==> config.mk <==
export PLATFORM = sky130hd
export DESIGN_NAME = regfile_port_sequencer
export DESIGN_NICKNAME = d
export VERILOG_FILES = /design/src/rtl/regfile_port_sequencer.sv
export SDC_FILE = /design/constraint.sdc
export NUM_CORES = 1
export LEC_CHECK = 0
export CAP_MARGIN = 20
export CORE_ASPECT_RATIO = 0.5
export CORE_MARGIN = 5
export CORE_UTILIZATION = 30
export DETAILED_ROUTE_END_ITERATION = 7
export PLACE_DENSITY = 0.6
export SLEW_MARGIN = 20
export SYNTH_ARGS = -nofsm -noshare
export SYNTH_HDL_FRONTEND = slang
export SYNTH_SLANG_ARGS = --single-unit
==> constraint.sdc <==
create_clock -name clk -period 1.6 [get_ports clk]
set_input_delay 0.32 -clock clk [delete_from_list [all_inputs] [get_ports clk]]
set_output_delay 0.32 -clock clk [all_outputs]
set_load 0.02 [all_outputs]
==> src/rtl/regfile_port_sequencer.sv <==
// Sequences decode reads (srcA, srcB) and writeback writes (dstE, dstM) onto a
// single-ported, synchronous-read register file with fixed latency.
module regfile_port_sequencer #(
    parameter int              DATA_W = 64,
    parameter int              ADDR_W = 4,
    parameter logic [ADDR_W-1:0] NONREG = 4'hF
) (
    input  logic              clk,
    input  logic              rst,
    input  logic              rd_valid,
    output logic              rd_ready,
    input  logic [ADDR_W-1:0] srcA,
    input  logic [ADDR_W-1:0] srcB,
    output logic [DATA_W-1:0] valA,
    output logic [DATA_W-1:0] valB,
    output logic              rd_done,
    input  logic              wr_valid,
    output logic              wr_ready,
    input  logic [ADDR_W-1:0] dstE,
    input  logic [ADDR_W-1:0] dstM,
    input  logic [DATA_W-1:0] valE,
    input  logic [DATA_W-1:0] valM,
    output logic              wr_done,
    output logic              busy,
    output logic [ADDR_W-1:0] rf_addr,
    output logic              rf_we,
    output logic [DATA_W-1:0] rf_wdata,
    input  logic [DATA_W-1:0] rf_rdata
);

    typedef enum logic [2:0] {
        IDLE,
        RD_A,
        RD_B,
        RD_CAP,
        WR_E,
        WR_M
    } state_t;

    state_t            state;
    logic [ADDR_W-1:0] srcA_q;
    logic [ADDR_W-1:0] srcB_q;
    logic [ADDR_W-1:0] dstM_q;
    logic [DATA_W-1:0] valM_q;

    // Writes win arbitration: the writer is the older instruction.
    assign wr_ready = (state == IDLE);
    assign rd_ready = (state == IDLE) && !wr_valid;
    assign busy     = (state != IDLE);

    // NOTE: every register here uses non-blocking assignment, so all branches
    // see the pre-edge values of state and the latched request fields.
    always_ff @(posedge clk) begin
        if (rst) begin
            state    <= IDLE;
            srcA_q   <= '0;
            srcB_q   <= '0;
            dstM_q   <= '0;
            valM_q   <= '0;
            valA     <= '0;
            valB     <= '0;
            rd_done  <= 1'b0;
            wr_done  <= 1'b0;
            rf_addr  <= NONREG;
            rf_we    <= 1'b0;
            rf_wdata <= '0;
        end else begin
            rd_done <= 1'b0;
            wr_done <= 1'b0;
            case (state)
                IDLE: begin
                    // The E write is issued straight from the accepted inputs,
                    // so only the M half of the request needs holding.
                    if (wr_valid) begin
                        dstM_q   <= dstM;
                        valM_q   <= valM;
                        rf_addr  <= dstE;
                        rf_wdata <= valE;
                        rf_we    <= (dstE != NONREG) && (dstE != dstM);
                        state    <= WR_E;
                    end else if (rd_valid) begin
                        srcA_q  <= srcA;
                        srcB_q  <= srcB;
                        rf_addr <= srcA;
                        state   <= RD_A;
                    end
                end
                RD_A: begin
                    rf_addr <= srcB_q;
                    state   <= RD_B;
                end
                RD_B: begin
                    valA    <= (srcA_q == NONREG) ? '0 : rf_rdata;
                    rf_addr <= NONREG;
                    state   <= RD_CAP;
                end
                RD_CAP: begin
                    valB    <= (srcB_q == NONREG) ? '0 : rf_rdata;
                    rd_done <= 1'b1;
                    state   <= IDLE;
                end
                WR_E: begin
                    rf_addr  <= dstM_q;
                    rf_wdata <= valM_q;
                    rf_we    <= (dstM_q != NONREG);
                    state    <= WR_M;
                end
                WR_M: begin
                    rf_we   <= 1'b0;
                    rf_addr <= NONREG;
                    wr_done <= 1'b1;
                    state   <= IDLE;
                end
                default: begin
                    rf_we   <= 1'b0;
                    rf_addr <= NONREG;
                    state   <= IDLE;
                end
            endcase
        end
    end

endmodule

==> qor.yml <==
outcome:
  status: "complete, but fails checks"
  violations: "negative setup slack"
detailed_routing:
  dr_total_vias: 11220
  routed_wl_microns: 45700
  drtPass1Iterations: 5
  viasPerCell: 5.14
  detail_route.wl_per_cell_microns: 20.9
  drc: 0
  drt_iter0_markers: 606
  drtAntennaViolNets: 0
clocking:
  clock_latency_ps: 570
  clock-sinks: 278
  cts_root_buffer: "clkbuf_16"
  clk_path_buf_depth: 3
  h-tree-depth: 1
  cts_tree: "built"
  cts-buffers-inserted: 28
  path_clk_slew_ps: 60
floorplan:
  row_count: 48
  core_area_sq_mm: 0.0345
  initial_core_util: 0.304
  die_h_microns: 142
  die_area_sq_mm: 0.0390
  die_w_microns: 274
  io_pins: 414
placement:
  hpwl_microns: 26400
  io_buffers: 413
  place_congestion: 0.776
grt:
  grt_pass1_vias: 10024
  antenna_found_initial: 1
  grt_remaining_overflow: 0
  grt_use_total: 0.195
  grt_max_degree: 102
  grt_pass1_wl_microns: 60800
yosys:
  netlist_instances: 1266
  syn_area_sq_mm: 0.0105
  yosysWarnings: 0
  ys_types: 42
  ys_async_sr_fraction: 0
  syn-num-nets: 1478
  synth_area_per_cell_sq_um: 8.28
  ys.flop_type: "dfxtp_1"
  synth_top_cell_area_share: 0.531
  ys_ff_latch: 278
  ys_seq_area_frac: 0.531
  yosys-top-cells-area: "dfxtp_1, a21oi_1, nand2_1, nand3_1, a221oi_1"
  synth_edf_count: 0
  synth_area_leader_cell: "dfxtp_1"
timing:
  whs_ps: 63.4
  drv_slew: 0
  setup_viol: 296
  slew_headroom: 0.540
  fmax_mhz: 522
  worst_pin_slew_ps: 682
  period_needed_ps: 1920
  worst_slack_ps: -316
  skew_ps: 21.5
  rsz0062_at_grt: "true"
  finalHoldViolCount: 0
  fin_crit_sh: 1.20
worst_setup_path:
  cp_cell_sequence: "or4_4, clkinv_4, buf_6"
  critPathLaunch: "state[0]"
  worstReg2RegStart: "state[1]"
  cp_slowest_cell: "or4_4"
  required_ps: 1280
  critPathKind: "reg -> out"
  cp_slowest_stage_delay_ps: 550
  crit_arrival_ps: 1600
  critPathLaunchType: "register"
  end_kind: "output pin"
  cp_max_fo: 2
cells_and_area:
  syn2layout_area_growth_pct: 80.7
  nFillCells: 3153
  drive_gt1_frac: 0.302
  final_nets: 1901
pwr:
  power_mw: 20.0
  p_per_area_mw_per_mm2: 1060
  p_leak_nw: 7.26
  peakVddDrop_mv: 0.712
worst_hold_path:
  hold_path.class: "in -> reg"
  min_from: "rst"
job:
  cap_violations: 0
[through the flow]
| step | utilization | instance area, sq um | setup TNS (ps) | std cells | worst slack [ps] |
|---|---|---|---|---|---|
| global route | 0.550 | 18900 | -57840 | 2183 | -373 |
| detailed placement | 0.444 | 15300 | -54370 | 2079 | -689 |
| finish | 0.550 | 18900 | -36760 | 2183 | -316 |
| floorplan | - | 10500 | 0 | 1266 | 16.7 |
| global placement | 0.444 | 15300 | -51260 | 2079 | -676 |
| CTS | 0.475 | 16400 | -1990 | 2141 | -363 |
[critical path, delay by kind of cell, from the launching register on]
family	cells	cell delay, ps
buffers and inverters	2	180
flip-flops	1	320
AND/OR/NAND/NOR	1	550
[path summary, 6_finish.rpt]
check        slack, ps         end  cells past startpoint
max               -320    rd_ready                      3
max reg2reg       -310  valM_q[11]                     10
min                 60    state[0]                      2
min reg2reg        450    valB[56]                      2
[synth_stat cells, types with 2 or more instances]
cell type  count
a22o_1         3
o32a_1         4
a221oi_1      64
or4_1          2
nor2b_1        2
nand2_1      265
dfxtp_1      278
buf_4          8
o22ai_1       65
nand4_1        4
inv_1         66
buf_1          9
nand3b_1       2
xor2_1         4
nor2_1        12
nor3_1         2
buf_6          5
buf_2         24
clkbuf_1      75
o21ai_0        8
a21oi_1      208
nand3_1      136
[timing repair]
item,4_1_cts,5_1_grt
hold buffers,0,0
pin swaps,10,230
gates resized for setup,322,517
buffers inserted,9,18
setup endpoints to repair,339,303
gates cloned,5,25
[final cells by class]
| type | count | area (sq um) | share of cell area |
|---|---|---|---|
| inverters | 68 | 260 | 0.0137 |
| clock inverters | 11 | 105 | 0.00555 |
| flip-flops and latches | 278 | 5570 | 0.294 |
| clock buffers | 37 | 796 | 0.0420 |
| diodes | 1 | 2.50 | 0.000132 |
| well taps | 475 | 594 | 0.0314 |
| repair buffers | 515 | 5690 | 0.300 |
| multi-input cells | 798 | 5930 | 0.313 |
[cell usage in the layout (no fill, tap or decap), drive strengths merged]
cell | synthesis | final
nand4 | 4 | 4
a22o | 4 | 4
and3b | 1 | 1
nor2 | 12 | 12
nand2 | 265 | 265
nor4b | 1 | 1
o22ai | 65 | 65
nand3b | 2 | 2
nand2b | 1 | 1
dfxtp | 278 | 278
o21ai | 9 | 9
nor3 | 2 | 2
bufinv | 0 | 2
xor2 | 4 | 4
and3 | 1 | 1
nand3 | 136 | 136
clkbuf | 75 | 59
a32oi | 1 | 1
or4 | 2 | 2
a2111oi | 1 | 1
o32a | 4 | 4
o41ai | 1 | 1
a221oi | 64 | 64
xnor2 | 1 | 1
bufbuf | 0 | 1
or3b | 2 | 2
clkdlybuf4s50 | 0 | 210
nor3b | 1 | 1
nor4 | 1 | 1
a211o | 1 | 1
inv | 68 | 67
dlygate4sd2 | 0 | 131
a21oi | 208 | 208
buf | 47 | 86
clkdlybuf4s15 | 0 | 65
nor2b | 2 | 2
diode | 0 | 1
clkinv | 0 | 10
or3 | 1 | 1
or4b | 1 | 1
[routing by layer]
metal | global-route usage | share of wire
met5 | 0 | 0
met1 | 0.240 | 0.41
met2 | 0.351 | 0.52
met4 | 0.0570 | 0.033
met3 | 0.0357 | 0.041
[registers in the layout (all words and copies together), names as in the netlist]
name and count:
rf_wdata 64, dstM_q 4, state 3, srcB_q 4
rd_done 1, valM_q 64, rf_addr 4, valB 64
rf_we 1, valA 64, srcA_q 4, wr_done 1
[kinds of logic (layout without fill, tap and decap cells)]
group / count (synthesis) / in the layout / synth area share
AND/OR/NAND/NOR: 435 / 435 / 0.179
AO/OA/AOI/OAI: 358 / 358 / 0.207
flip-flops: 278 / 278 / 0.531
buffers and inverters: 190 / 631 / 0.0789
XOR/XNOR: 5 / 5 / 0.00418
other: 0 / 1 / 0
[power by group]
| group | internal, mW | leakage (nW) | total, mW | switching [mW] |
|---|---|---|---|---|
| Sequential | 7.55 | 2.27 | 7.91 | 0.361 |
| Clock | 3.79 | 0.454 | 6.67 | 2.88 |
| Combinational | 2.52 | 4.54 | 5.46 | 2.94 |
| Total | 13.9 | 7.26 | 20.0 | 6.18 |
No activity file was read; power rests on OpenSTA's default activity.
